`config.mk`:
```
export PLATFORM = sky130hd
export DESIGN_NAME = rr_arb5_ctl
export DESIGN_NICKNAME = d
export VERILOG_FILES = /design/src/rtl/rr_arb5_ctl.sv
export SDC_FILE = /design/constraint.sdc
export NUM_CORES = 1
export LEC_CHECK = 0
export BUFFER_PORTS_ARGS = -buffer_cell sky130_fd_sc_hd__buf_2
export CORE_UTILIZATION = 64
export CTS_BUF_LIST = sky130_fd_sc_hd__clkbuf_8
export DETAILED_ROUTE_END_ITERATION = 7
export GPL_TIMING_DRIVEN = 0
export MAX_ROUTING_LAYER = met4
export PLACE_DENSITY = 0.84
export SLEW_MARGIN = 20
export SYNTH_ARGS = -nofsm -noshare
export SYNTH_HDL_FRONTEND = slang
export SYNTH_SLANG_ARGS = --single-unit
```
`constraint.sdc`:
```
create_clock -name CK -period 6.5 [get_ports CK]
set_input_delay 1.3 -clock CK [delete_from_list [all_inputs] [get_ports CK]]
set_output_delay 1.3 -clock CK [all_outputs]
set_load 0.02 [all_outputs]
```
`src/rtl/rr_arb5_ctl.sv`:
```
// rr_arb5_ctl
//   Round-robin arbiter that shares one single-port resource among five
//   requesters. The grant is registered and one-hot. An owner can hold the
//   grant for at most MAX_HOLD consecutive cycles, and only while another
//   requester is waiting. An optional dead gap of GAP cycles separates two
//   owners.
//
// Parameters
//   MAX_HOLD  max consecutive grant cycles while others wait (0 = unlimited)
//   GAP       dead cycles between release and the next grant (0 = back-to-back)
//
// Ports
//   CK       in   1  clock, all state on the rising edge
//   CD       in   1  synchronous active-high reset
//   REQ      in   5  request per requester, held high while access is wanted
//   GNT      out  5  registered one-hot grant, all-zero when there is no owner
//   GNT_ID   out  3  index of the owner, 3'd7 when GNT is zero
//   BUSY     out  1  high while GNT is non-zero
//   IDLE     out  1  registered NOR of all request lines
//   PREEMPT  out  1  one-cycle pulse when MAX_HOLD forcibly removes the grant
module rr_arb5_ctl #(
   parameter int MAX_HOLD = 16,
   parameter int GAP      = 1
) (
   input  logic       CK,
   input  logic       CD,
   input  logic [4:0] REQ,
   output logic [4:0] GNT,
   output logic [2:0] GNT_ID,
   output logic       BUSY,
   output logic       IDLE,
   output logic       PREEMPT
);

   localparam int HOLD_W = (MAX_HOLD < 1) ? 1 : $clog2(MAX_HOLD + 1);
   localparam int GAP_W  = (GAP < 1) ? 1 : $clog2(GAP + 1);
   localparam logic [HOLD_W-1:0] HOLD_MAX = HOLD_W'(MAX_HOLD);
   localparam logic [GAP_W-1:0]  GAP_LAST = GAP_W'(GAP);

   typedef enum logic [1:0] {S_IDLE, S_GRANT, S_GAP} state_t;

   state_t            state;
   logic [2:0]        ptr;
   logic [HOLD_W-1:0] hold_cnt;
   logic [GAP_W-1:0]  gap_cnt;

   logic       pick_found, rel_found;
   logic [2:0] pick_idx, rel_idx;
   logic       others_wait, preempt_now;

   // First requester found when scanning base+1, base+2, ... mod 5, so the
   // requester at `base` itself has the lowest priority.
   function automatic logic [3:0] arb_pick(input logic [4:0] req, input logic [2:0] base);
      logic       found;
      logic [2:0] idx;
      logic [2:0] j3;
      int         j;
      found = 1'b0;
      idx   = 3'd7;
      // Scan from the farthest candidate down so the nearest one wins.
      for (int k = 5; k >= 1; k--) begin
         j  = (int'(base) + k) % 5;
         j3 = 3'(j);
         if (req[j3]) begin
            found = 1'b1;
            idx   = j3;
         end
      end
      return {found, idx};
   endfunction

   // Two pick results: one from the stored pointer (idle / end of gap) and one
   // relative to the current owner, used when GAP=0 re-arbitrates on the very
   // edge the owner releases (the pointer is only updated at that same edge).
   always_comb begin
      {pick_found, pick_idx} = arb_pick(REQ, ptr);
      {rel_found, rel_idx}   = arb_pick(REQ, GNT_ID);
      others_wait = |(REQ & ~GNT);
      preempt_now = (MAX_HOLD != 0) && REQ[GNT_ID] && (hold_cnt >= HOLD_MAX) && others_wait;
   end

   always_ff @(posedge CK) begin
      if (CD) begin
         state    <= S_IDLE;
         ptr      <= 3'd4;
         hold_cnt <= '0;
         gap_cnt  <= '0;
         GNT      <= 5'b00000;
         GNT_ID   <= 3'd7;
         BUSY     <= 1'b0;
         IDLE     <= 1'b1;
         PREEMPT  <= 1'b0;
      end else begin
         IDLE    <= ~|REQ;
         PREEMPT <= 1'b0;
         case (state)
            S_IDLE: begin
               if (pick_found) begin
                  GNT      <= 5'b00001 << pick_idx;
                  GNT_ID   <= pick_idx;
                  BUSY     <= 1'b1;
                  hold_cnt <= HOLD_W'(1);
                  state    <= S_GRANT;
               end
            end

            S_GRANT: begin
               if (!REQ[GNT_ID] || preempt_now) begin
                  // Owner released (or was forced off): it becomes lowest priority.
                  PREEMPT <= preempt_now;
                  ptr     <= GNT_ID;
                  if (GAP > 0) begin
                     GNT     <= 5'b00000;
                     GNT_ID  <= 3'd7;
                     BUSY    <= 1'b0;
                     gap_cnt <= GAP_W'(1);
                     state   <= S_GAP;
                  end else if (rel_found) begin
                     GNT      <= 5'b00001 << rel_idx;
                     GNT_ID   <= rel_idx;
                     BUSY     <= 1'b1;
                     hold_cnt <= HOLD_W'(1);
                     state    <= S_GRANT;
                  end else begin
                     GNT    <= 5'b00000;
                     GNT_ID <= 3'd7;
                     BUSY   <= 1'b0;
                     state  <= S_IDLE;
                  end
               end else if (hold_cnt < HOLD_MAX) begin
                  hold_cnt <= hold_cnt + 1'b1;
               end
            end

            S_GAP: begin
               if (gap_cnt >= GAP_LAST) begin
                  if (pick_found) begin
                     GNT      <= 5'b00001 << pick_idx;
                     GNT_ID   <= pick_idx;
                     BUSY     <= 1'b1;
                     hold_cnt <= HOLD_W'(1);
                     state    <= S_GRANT;
                  end else begin
                     state <= S_IDLE;
                  end
               end else begin
                  gap_cnt <= gap_cnt + 1'b1;
               end
            end

            default: begin
               GNT    <= 5'b00000;
               GNT_ID <= 3'd7;
               BUSY   <= 1'b0;
               state  <= S_IDLE;
            end
         endcase
      end
   end

endmodule

```
# Yosys cells after proc, flatten, opt, wreduce, memory -nomap -nowiden
# Index checks and enable logic that the tools add are counted.
[totals]
reg_bits = 22
in_bits = 7
out_inout_bits = 11
elab_cells = 106
[op_classes]
n_addsub = 7
div_mod_pow = 5
magnitude_cmp = 9
n_eq_ne = 8
n_shift = 1
n_mux = 47
bitwise = 4
reduce_logical = 16
[ops]
columns = ["op", "n"]
rows = [
  ["32-bit by 4-bit modulo with 32-bit output, second input constant", 5],
  ["5-bit two-way mux", 7],
  ["5-bit one-hot mux with 3 select lines", 2],
  ["3-bit by 4-bit < comparator with 1-bit output, second input constant", 6],
  ["3-bit two-way mux", 8],
  ["1-bit binary-select mux with 3-bit select", 6],
  ["1-bit two-way mux", 17],
  ["2-bit != test, second input constant", 6],
  ["5-bit OR reduction", 2],
  ["3-bit one-hot mux with 3 select lines", 1],
  ["3-bit by 2-bit adder with 4-bit output, second input constant", 2],
  ["3-bit by 3-bit adder with 4-bit output, second input constant", 2],
  ["2-bit two-way mux", 3],
  ["2-bit one-hot mux with 3 select lines", 1],
  ["3-bit AND reduction", 2],
  ["5-bit by 1-bit adder with 5-bit output, second input constant", 1],
  ["5-bit bitwise AND", 1],
  ["5-bit >= comparator, second input constant", 1],
  ["5-bit < comparator, second input constant", 1],
  ["5-bit NOT", 1],
  ["1-bit by 3-bit left shift with 5-bit output, first input constant", 1],
  ["3-bit by 1-bit adder with 4-bit output, second input constant", 1],
  ["2-bit AND reduction", 2],
  ["4-bit AND reduction", 1],
  ["14 further kinds", 17],
]

# Longest topological paths before layout
# Gate-level depths: netlist of run 1.
[depth]
word_depth = 13
ltp_mapped = 23
depth_no_buf = 20

# Worst setup path before layout of run 1
# No wires, ideal clock.
[synth_path]
path_kind = "register to register"
from = "register ptr[0]"
to = "register GNT[1]"
setup_time_ns = 0.092
arrival_ns = 5.232
required_time_ns = 6.408
slack_ns = 1.176
stages_incl_launch_ff = 24
n_path_buf = 4
synth_period_minus_slack_ns = 5.324
path_cell_list = "dfxtp_1 > clkbuf_1 > inv_1 > clkbuf_1 > ha_1 > clkbuf_1 > inv_1 > ha_1 > or3b_2 > o22ai_1 > nor2_1 > inv_1 > ha_1 > nor2b_1 > a2111oi_0 > a211o_1 > buf_4 > nor2_1 > a31o_2 > o31ai_4 > o31ai_4 > nor2_1 > nand2_1 > o32ai_1"
[synth_via]
elab_chain_cells = 13
elab_cells_between_ends = 34
classes_between = "add/sub: 5; div: 5; shift: 1; mux: 23"
[synth_lines]
columns = ["item", "line_no", "rtl"]
rows = [
  ["from (decl)", "43", "logic [2:0] ptr;"],
  ["from (signal assigned)", "85", "ptr <= 3'd4;"],
  ["from (signal assigned)", "111", "ptr <= GNT_ID;"],
  ["3-bit by 3-bit adder with 4-bit output", "62", "j = (int'(base) + k) % 5;"],
  ["32-bit by 4-bit modulo with 32-bit output", "62", ""],
  ["1-bit binary-select mux with 3-bit select", "64", "if (req[j3]) begin"],
  ["1-bit two-way mux (implied by the code)", "64", ""],
  ["3-bit two-way mux (5 in series)", "64", ""],
  ["1-bit by 3-bit left shift with 5-bit output", "99, 138", ""],
  ["5-bit two-way mux *", "98, 137", ""],
  ["5-bit two-way mux", "136", "if (gap_cnt >= GAP_LAST) begin"],
  ["5-bit one-hot mux with 3 select lines *", "96", "case (state)"],
  ["to (signal assigned)", "99", "GNT <= 5'b00001 << pick_idx;"],
  ["to (signal assigned)", "119", "GNT <= 5'b00001 << rel_idx;"],
  ["to (signal assigned)", "138", "GNT <= 5'b00001 << pick_idx;"],
  ["to (decl)", "28", "output logic [4:0] GNT,"],
]
# Mark *: on every way between the ends. The rest lies on a longest branch, timed or not. The select of a mux whose other input is x is not followed.
# A chain may end at the register's enable or synchronous reset.

# Final worst setup path of run 1
# Ends and elaborated chain as after synthesis.

==> summary.md, run 1 <==
| Metric | Value |
|---|---|
| Outcome | completed |
| RSZ-0062 raised after global routing | no |
| Final hold violations | 0 |
| Top cell type's share of synthesized area | approximately 16% |
| Placed cell count | 414 |
| CTS Sinks | 22 |
| Inserted Clock Buffers | 3 |
| Final setup fails | 0 |
| Worst Tran Pin Value | 731 ps |
| Startpoint types | flip-flop |
| Max Freq | between 150 and 200 MHz |
| Horiz. Die Dim | around 68 um |
| Drt wl/cell | approximately 17 um |
| Worst-path fanout max | 13 |
| Min Tclk post-route | ~6000 ps |
| Top Family by Delay on Critical Path | compound AO/OA/AOI/OAI gates |
| N_diodes | 0 |
| Required @ worst endpoint | 6680 ps |
| Post-route insts no fill | about 420 |
| Cells along the critical path | clkbuf_2 > inv_1 > clkbuf_1 > ha_2 > clkbuf_2 > inv_1 > ha_1 > or3b_2 > o22ai_1 > nor2_1 > inv_1 > ha_1 > nor2b_1 > a2111oi_0 > a211o_1 > buf_4 > nor2_1 > a31o_2 > o31ai_4 > o31ai_4 > nor2_1 > nand2_1 > o32ai_1 |
| Vias in the first global route | about 2,500 |
| Initial DRC count | approximately 320 |
| Post-CTS Setup Bufs | 0 |
| Max-Cap Viols | 0 |
| Min Hold Slack | 497 ps |
| IO Port Bufs | 16 |
| Syn_nets | between 300 and 400 |
| Critical Path End Type | flip-flop |
| Largest stage delay, worst path | between 500 and 600 ps |
| Main synth FF type | dfxtp_1 |
| Synthesized area | between 2000 and 3000 um^2 |
| Clock Skew | roughly 2.7 ps |
| Vias per cell | 6.73 |
| Post-Synthesis Cells | roughly 350 |
| Multi-input logic area | approximately 2100 um^2 |
| GRT Util Overall | between 30 and 40% |
| Syn avg cell area | around 8 um^2 |
| Antenna-violating nets left | 0 |
| EDFF count, synth | 0 |
| Layout cell share with drive strength beyond 1 | around 14% |
| Initial core utilization | 67.9% |
| Synthesized flop and latch total | 22 |
| Worst-Skew Late Latency | ~270 ps |
| Setup TNS | 0 ps |
| Hold Path Class | flip-flop to flip-flop |
| CP Buf/Inv Count | 7 |
| RD Place Congestion | between 0.9 and 1 |
| # DRC | 0 |
| WL final | 7.23 mm |
| Seq/Total Area, Yosys | approximately 16% |
| Syn-to-layout area delta | 7.36% |
| CP max-delay cell | ha_2 |
| Synth Warn # | 0 |
| TritonCTS clock tree | yes |
| Slew headroom | around half |
| Worst-path clk slew | roughly 80 ps |
| Row cnt | 23 |
| Via count | around 2,800 |
| Die area | 4600 um^2 |
| Grt ovf | 0 |
| Synth area leaders | dfxtp_1 (16%), ha_1 (13%), mux4_2 (4.9%), nor2_1 (4.6%), inv_1 (4.2%) |
| Design Area, Final | roughly 3000 um^2 |
| I/O pins | 18 |
| Unique masters post-synth | 72 |
| Arrival time at the worst endpoint | slightly above 6000 ps |
| Largest net degree at the start of global routing | 14 |
| Layout Nets | 406 |
| Buffer depth of the longest clock path | 2 |
| Ys async rst share | 0% |
| Storage element area | between 400 and 500 um^2 |
| Core area | approximately 4100 um^2 |
| DP HPWL | approximately 5.4 mm |
| First-pass GRT wire length | ~12 mm |
| CP Class | flip-flop to flip-flop |
| 1st-pass router iterations | 5 |
| Leading area contributor after synthesis | dfxtp_1 |
| Initial antenna violation count | 0 |
| Max-slew violation count | 0 |
| Final worst-path cycle share | between 90% and 100% |
| Chip Height | ~68 um |
| Root Driver | clkbuf_8 |
| Cell Area, Placed | a little under 3000 um^2 |
| Fill count | between 300 and 400 |
| CTS Hold Bufs | 0 |
| Htree depth | 1 |
-- kinds of logic after synthesis --
| logic type | Yosys count | share of synthesized area [%] |
|---|---|---|
| compound gates | 111 | 30.1 |
| xor+xnor | 8 | 3.48 |
| fa+ha+maj | 30 | 13.8 |
| buf+inv | 46 | 6.77 |
| flops | 22 | 15.9 |
| mux | 17 | 8.89 |
| simple gates | 114 | 21.0 |
-- cell usage in the layout, fill, tap and decap left out, types with 8 or more instances in the layout --
| master | synthesis | final |
|---|---|---|
| nor2_1 | 34 | 34 |
| inv_1 | 31 | 31 |
| ha_1 | 29 | 28 |
| nand2_1 | 24 | 24 |
| dfxtp_1 | 22 | 21 |
| o21ai_0 | 17 | 17 |
| a21oi_1 | 16 | 16 |
| buf_2 | 0 | 16 |
| nor3_1 | 10 | 10 |
| mux2i_1 | 10 | 10 |
| o211ai_1 | 10 | 10 |
| clkbuf_1 | 11 | 9 |
| nor2b_1 | 8 | 8 |
| nand3_1 | 8 | 8 |
-- registers in the layout, summed over array words and instances, names as in the netlist --
| name | count |
|---|---|
| GNT | 5 |
| hold_cnt | 5 |
| GNT_ID | 3 |
| ptr | 3 |
| state | 2 |
| BUSY | 1 |
| IDLE | 1 |
| PREEMPT | 1 |
| gap_cnt | 1 |
-- per-stage QoR --
step	setup slack (ps)	util (%)
detailed placement	87.3	71.3
finish	513	72.8
global placement	168	71.3
floorplan	1180	-
global route	63.4	72.8
CTS	57.0	72.7
-- final cells by class --
class                   count  area share (%)
inverters                  32            4.04
multi-input cells         280            72.1
flip-flops and latches     22            14.8
repair buffers             16            2.69
plain buffers              14            2.35
well taps                  50            2.10
clock buffers               4            1.85
-- what timing repair did --
action / CTS / global route
endpoints found under the setup margin: 0 / 15
hold endpoints to repair: 0 / 0
gates resized for setup: 0 / 6
-- synthesized netlist by cell type, types with 3 or more instances --
library cell,count
o221ai_1,3
a2111oi_0,4
a2bb2oi_1,3
o22ai_1,5
nand3_1,8
a211oi_1,7
nor2_1,34
a31oi_1,3
dfxtp_1,22
nor2b_1,8
o21ai_0,17
nand2_1,24
mux2i_1,10
o31ai_1,3
o21a_1,3
mux4_2,6
o32ai_1,4
xnor2_1,6
or2_2,3
nor3_1,10
a21o_1,4
a21oi_1,16
o211ai_1,10
and2_1,3
a21boi_0,3
inv_1,31
clkbuf_1,11
nand2b_1,7
ha_1,29
-- path summary, 6_finish.rpt --
path | to | depth (start not counted) | slack [ps] | from
hold reg to reg | hold_cnt[3]$_SDFFE_PP0P_ | 1 | 500 | hold_cnt[3]$_SDFFE_PP0P_
setup reg to reg | GNT[1]$_SDFFE_PP0P_ | 23 | 510 | ptr[0]$_SDFFE_PP0P_
hold / removal | hold_cnt[3]$_SDFFE_PP0P_ | 1 | 500 | hold_cnt[3]$_SDFFE_PP0P_
setup / recovery | GNT[1]$_SDFFE_PP0P_ | 23 | 510 | ptr[0]$_SDFFE_PP0P_
-- per-layer routing --
layer | vias up | track usage [%] | wire length [um]
met3 | 10 | 3.83 | 516
met5 | - | - | 0
met1 | 1327 | 47.2 | 3420
li1 | 1343 | - | -
met4 | 0 | 7.29 | 76
met2 | 134 | 53.2 | 3210
Power of run 1 is left out: the tool's default activity adds up to more than one toggle a clock period on the data nets, which glitch-free logic cannot reach.
==> inputs of run 2 (changes only) <==
--- a/config.mk
+++ b/config.mk
@@ -6,12 +6,12 @@
 export NUM_CORES = 1
 export LEC_CHECK = 0
 export BUFFER_PORTS_ARGS = -buffer_cell sky130_fd_sc_hd__buf_2
-export CORE_UTILIZATION = 64
+export CORE_UTILIZATION = 58
 export CTS_BUF_LIST = sky130_fd_sc_hd__clkbuf_8
 export DETAILED_ROUTE_END_ITERATION = 7
 export GPL_TIMING_DRIVEN = 0
 export MAX_ROUTING_LAYER = met4
-export PLACE_DENSITY = 0.84
+export PLACE_DENSITY = 0.8
 export SLEW_MARGIN = 20
 export SYNTH_ARGS = -nofsm -noshare
 export SYNTH_HDL_FRONTEND = slang
==> constraint.sdc (replaced) <==
create_clock -name CK -period 5.2 [get_ports CK]
set_input_delay 1.04 -clock CK [delete_from_list [all_inputs] [get_ports CK]]
set_output_delay 1.04 -clock CK [all_outputs]
set_load 0.02 [all_outputs]
==> summary.md, run 2 (same netlist as run 1, synthesis figures left out) <==
| Metric | Value |
|---|---|
| Outcome | completed |
| Reg2reg end | GNT_ID[2]$_SDFFE_PP1P_ |
| Initial core utilization | about three fifths |
| Critical path launch point | ptr[0]$_SDFFE_PP0P_ |
| Slew headroom | 42.8% |
| Via count | roughly 2,900 |
| Htree depth | 1 |
| I/O pins | 18 |
| Clock Skew | 1.60 ps |
| Core area | 4470 um^2 |
| Hold Crit Start | GNT[2]$_SDFFE_PP0P_ |
| Fill count | roughly 370 |
| N_diodes | 0 |
| Worst-path clk slew | ~80 ps |
| Placed cell count | 416 |
| Worst Reg-to-Reg Cells | 24 |
| Initial DRC count | roughly 210 |
| Largest net degree at the start of global routing | 14 |
| Biggest regs | GNT: 5 flops, hold_cnt: 5 flops |
| Max-Cap Viols | 0 |
| Required @ worst endpoint | 5410 ps |
| Chip Height | slightly above 70 um |
| Final setup fails | 0 |
| CTS Sinks | 22 |
| Grt ovf | 0 |
| Worst Tran Pin Value | roughly 850 ps |
| Layout cell share with drive strength beyond 1 | approximately 19% |
| Critical Path End Type | flip-flop |
| Drt wl/cell | 16.8 um |
| Post-route insts no fill | about 430 |
| Layout Nets | 418 |
| Setup TNS | 0 ps |
| Syn-to-layout area delta | 14.4% |
| TritonCTS clock tree | yes |
| Horiz. Die Dim | between 70 and 80 um |
| Antenna-violating nets left | 0 |
| CP Class | flip-flop to flip-flop |
| Worst reg2reg path startpoint | ptr[0]$_SDFFE_PP0P_ |
| Final core occ | roughly 70% |
| GRT Util Overall | between 20% and 30% |
| 1st-pass router iterations | 5 |
| IO Port Bufs | 16 |
| Max Freq | around 200 MHz |
| Vias per cell | 6.61 |
| Storage element area | 445 um^2 |
| Die area | between 5000 and 6000 um^2 |
| Inserted Clock Buffers | 3 |
| RD Place Congestion | 0.910 |
| WL final | about 7.3 mm |
| Worst-path fanout max | 10 |
| Worst-Skew Late Latency | between 200 and 300 ps |
| Buffer depth of the longest clock path | 2 |
| Min Tclk post-route | around 5000 ps |
| Most frequent cells in the layout | nor2_1 (33), inv_1 (27), ha_1 (27) |
| Vias in the first global route | 2,550 |
| Row cnt | 24 |
| Worst reg2reg setup slack | 250 ps |
| Arrival time at the worst endpoint | approximately 5200 ps |
| Endpoint, Worst Hold | GNT[2]$_SDFFE_PP0P_ |
| Final hold violations | 0 |
| First-pass GRT wire length | between 10 and 15 mm |
| Max-slew violation count | 0 |
| Final worst-path cycle share | roughly 95% |
| Hold Path Class | flip-flop to flip-flop |
| Multi-input logic area | 2210 um^2 |
| Root Driver | clkbuf_8 |
| Initial antenna violation count | 0 |
| DP HPWL | 5.25 mm |
| # DRC | 0 |
| Worst Hold Path Cells | 2 |
| CTS Hold Bufs | 0 |
| Startpoint types | flip-flop |
| Commonest non-fill, non-tap cell in the layout | nor2_1 |
run 2: worst max-delay path, cell delays in order (launching register included):
cell	delay, ps
dfxtp_4	410
clkbuf_8	190
clkinvlp_4	200
ha_4	260
xnor2_4	200
inv_2	110
ha_1	240
or3b_2	450
o22ai_2	120
nor2_1	80
inv_2	100
ha_1	170
nor2b_2	180
nor3_1	60
a211o_1	310
buf_4	180
and3_1	180
o211ai_1	320
o31ai_4	170
o31ai_4	370
buf_4	180
nor2_2	50
nand2_1	130
buf_4	140
o21a_1	100
run 2: worst max path at each step:
stage | cells after the start | endpoint | slack, ps
3_3_place_gp | 23 | GNT[1]$_SDFFE_PP0P_ | -800
5_1_grt | 24 | GNT_ID[2]$_SDFFE_PP1P_ | -50
6_report | 24 | GNT_ID[2]$_SDFFE_PP1P_ | 250
4_1_cts | 22 | GNT[1]$_SDFFE_PP0P_ | 6
2_1_floorplan | 23 | GNT[1]$_SDFFE_PP0P_ | 120
3_5_place_dp | 23 | GNT[1]$_SDFFE_PP0P_ | -900
run 2: through the flow:
step / instance area (um^2) / setup slack [ps] / hold WS, ps
5_1_grt: 3170 / -50.9 / 505
4_1_cts: 3060 / 6.50 / 496
2_1_floorplan: 2780 / 118 / 444
6_report: 3170 / 247 / 500
3_5_place_dp: 2920 / -900 / 484
3_3_place_gp: 2920 / -801 / 474
run 2: cell type report:
class                           count  area share, %
Multi-Input combinational cell    280           69.6
Sequential cell                    22           14.0
Timing Repair Buffer               30           5.84
Inverter                           32           4.02
Buffer                             12           2.21
Tap cell                           52           2.05
Clock buffer                        3           1.30
Clock inverter                      1          0.947
run 2: per-layer routing:
layer  track usage (%)  up-vias  share of wire (%)
li1                  -     1358                  -
met1              40.7     1329                 45
met2              45.2      148                 45
met3              4.70       21                7.5
met4              9.78        0                2.4
met5                 -        -                  0
run 2: what timing repair did:
action | 4_1_cts | 5_1_grt
buffers inserted | 4 | 10
endpoints found under the setup margin | 15 | 15
gates resized for setup | 11 | 13
pin swaps | 2 | 8
Power of run 2 is left out for the same reason.
==> inputs of run 3 (changes only) <==
--- a/config.mk
+++ b/config.mk
@@ -5,13 +5,15 @@
 export SDC_FILE = /design/constraint.sdc
 export NUM_CORES = 1
 export LEC_CHECK = 0
+export ABC_AREA = 1
 export BUFFER_PORTS_ARGS = -buffer_cell sky130_fd_sc_hd__buf_2
-export CORE_UTILIZATION = 58
+export CORE_UTILIZATION = 57
 export CTS_BUF_LIST = sky130_fd_sc_hd__clkbuf_8
 export DETAILED_ROUTE_END_ITERATION = 7
+export GPL_ROUTABILITY_DRIVEN = 1
 export GPL_TIMING_DRIVEN = 0
 export MAX_ROUTING_LAYER = met4
-export PLACE_DENSITY = 0.8
+export PLACE_DENSITY = 0.79
 export SLEW_MARGIN = 20
 export SYNTH_ARGS = -nofsm -noshare
 export SYNTH_HDL_FRONTEND = slang
==> summary.md, run 3 <==
| Metric | Value |
|---|---|
| Outcome | completed |
| Largest stage delay, worst path | roughly 520 ps |
| Syn avg cell area | 6.21 um^2 |
| CTS Sinks | 22 |
| Final core occ | between 60% and 70% |
| Horiz. Die Dim | about 70 um |
| Top cell type's share of synthesized area | 16.8% |
| I/O pins | 18 |
| Worst reg2reg path startpoint | ptr[0]$_SDFFE_PP0P_ |
| IO Port Bufs | 17 |
| Post-Synthesis Cells | approximately 420 |
| DP HPWL | between 5 and 6 mm |
| Buffer depth of the longest clock path | 2 |
| TritonCTS clock tree | yes |
| Root Driver | clkbuf_8 |
| Seq/Total Area, Yosys | between 10% and 20% |
| Vias in the first global route | between 2,000 and 3,000 |
| Initial DRC count | around 170 |
| Most frequent cells in the layout | nand2_1 (109), inv_1 (56), nand3_1 (51) |
| 1st-pass router iterations | 5 |
| Leading area contributor after synthesis | dfxtp_1 |
| Synth area leaders | dfxtp_1 (17%), nand2_1 (16%), ha_1 (14%), nand3_1 (9.7%), inv_1 (8.0%) |
| Max-Cap Viols | 0 |
| # DRC | 0 |
| Endpoint, Worst Hold | GNT[3]$_SDFFE_PP0P_ |
| First-pass GRT wire length | approximately 11 mm |
| Worst-path clk slew | about 80 ps |
| CP Class | flip-flop to flip-flop |
| Startpoint types | flip-flop |
| Layout cell share with drive strength beyond 1 | 17.3% |
| Row cnt | 24 |
| Worst-Skew Late Latency | 270 ps |
| Max-slew violation count | 0 |
| Ys async rst share | 0% |
| Drt wl/cell | approximately 13 um |
| Hold Crit Start | GNT[3]$_SDFFE_PP0P_ |
| Main synth FF type | dfxtp_1 |
| N_diodes | 0 |
| Setup TNS | 0 ps |
| Synthesized flop and latch total | 22 |
| GRT Util Overall | 28.4% |
| Syn-to-layout area delta | 8.43% |
| Final worst-path cycle share | a little under nine tenths |
| EDFF count, synth | 0 |
| Synthesized area | about 2600 um^2 |
| Final setup fails | 0 |
| Worst Hold Path Cells | 2 |
| Clock Skew | approximately 2.7 ps |
| Min Tclk post-route | 4440 ps |
| Max Freq | roughly 230 MHz |
| Vias per cell | between 5 and 6 |
| Synth Warn # | 0 |
| Via count | around 2,700 |
| Largest net degree at the start of global routing | 14 |
| Die area | around 5000 um^2 |
| Hold Path Class | flip-flop to flip-flop |
| Critical Path End Type | flip-flop |
| Post-CTS Setup Bufs | 0 |
| Worst reg2reg setup slack | 760 ps |
| Antenna-violating nets left | 0 |
| WL final | around 6.3 mm |
| CP max-delay cell | ha_1 |
| Grt ovf | 0 |
| CTS Hold Bufs | 0 |
| Worst Tran Pin Value | 601 ps |
| Commonest non-fill, non-tap cell in the layout | nand2_1 |
| Top Family by Delay on Critical Path | simple AND/OR/NAND/NOR gates |
| Htree depth | 1 |
| Most frequent cell after synthesis | nand2_1 |
| Worst-path fanout max | 13 |
| Biggest regs | GNT: 5 flops, hold_cnt: 5 flops |
| Initial antenna violation count | 0 |
| Core area | between 4000 and 5000 um^2 |
| Slew headroom | between 50% and 60% |
| Reg2reg end | hold_cnt[0]$_SDFFE_PP0P_ |
| Post-CTS sizing | 0 |
| Inserted Clock Buffers | 3 |
| Required @ worst endpoint | approximately 5400 ps |
| Layout Nets | 482 |
| Syn_nets | 460 |
| CP Buf/Inv Count | 5 |
| Worst Reg-to-Reg Cells | 26 |
| RSZ-0062 raised after global routing | no |
| Initial core utilization | between 50% and 60% |
| Synth cell count leaders | nand2_1 (109), inv_1 (56), nand3_1 (51) |
| Unique masters post-synth | 38 |
| Final hold violations | 0 |
| Arrival time at the worst endpoint | about 4600 ps |
| Chip Height | roughly 70 um |
| Min Hold Slack | slightly below 500 ps |
| RD Place Congestion | approximately 0.95 |
-- run 3: cell types whose count changed after synthesis, moves of 9 or more --
cell,change
nand4_1,+9
inv_1,+25
nand2_1,+85
nand3_1,+43
mux2i_1,-10
nand2_2,+21
-- run 3: final cells by class --
| type | count | area, um^2 |
|---|---|---|
| Buffer | 5 | 22.5 |
| Clock inverter | 1 | 30.0 |
| Timing Repair Buffer | 17 | 85.1 |
| Inverter | 67 | 255 |
| Clock buffer | 3 | 41.3 |
| Multi-Input combinational cell | 329 | 1910 |
| Sequential cell | 22 | 440 |
| Tap cell | 52 | 65.1 |
| Fill cell | 424 | 1540 |
-- run 3: metrics by stage --
step,cell area [um^2],setup slack [ps],cells
after floorplan,2630,1550,423
after global placement,2780,985,492
after detailed placement,2780,828,492
after CTS,2850,799,496
after global routing,2850,329,496
final,2850,759,496
-- run 3: logic make-up (layout without fill, tap and decap cells) --
logic type      after synthesis  count (layout)  synth area share (%)
simple gates                247             247                  45.6
buf+inv                      72              93                  10.6
compound gates               44              44                  9.48
fa+ha+maj                    30              30                  14.6
flops                        22              22                  16.8
xor+xnor                      8               8                  2.95
-- run 3: worst max-delay path by stage --
stage                                   start                  endpoint  depth (start not counted)
final                     ptr[0]$_SDFFE_PP0P_  hold_cnt[0]$_SDFFE_PP0P_                         26
after global routing      ptr[0]$_SDFFE_PP0P_       GNT[2]$_SDFFE_PP0P_                         29
after CTS                 ptr[0]$_SDFFE_PP0P_  hold_cnt[0]$_SDFFE_PP0P_                         26
after detailed placement  ptr[0]$_SDFFE_PP0P_  hold_cnt[0]$_SDFFE_PP0P_                         26
after global placement    ptr[0]$_SDFFE_PP0P_  hold_cnt[0]$_SDFFE_PP0P_                         26
after floorplan           ptr[0]$_SDFFE_PP0P_       GNT[0]$_SDFFE_PP0P_                         28
-- run 3: routing by layer --
layer	part of all wire, %	global-route usage, %	vias to the layer above
met5	0	-	-
met3	4.7	2.74	6
met1	46	35.9	1217
met4	0.59	5.11	0
li1	-	-	1398
met2	49	49.8	78
-- run 3: worst min-delay path, cell delays in order (launching register included) --
cell and delay, ps:
dfxtp_1 330, nand2_1 60, a21oi_1 50
Power of run 3 is left out for the same reason.
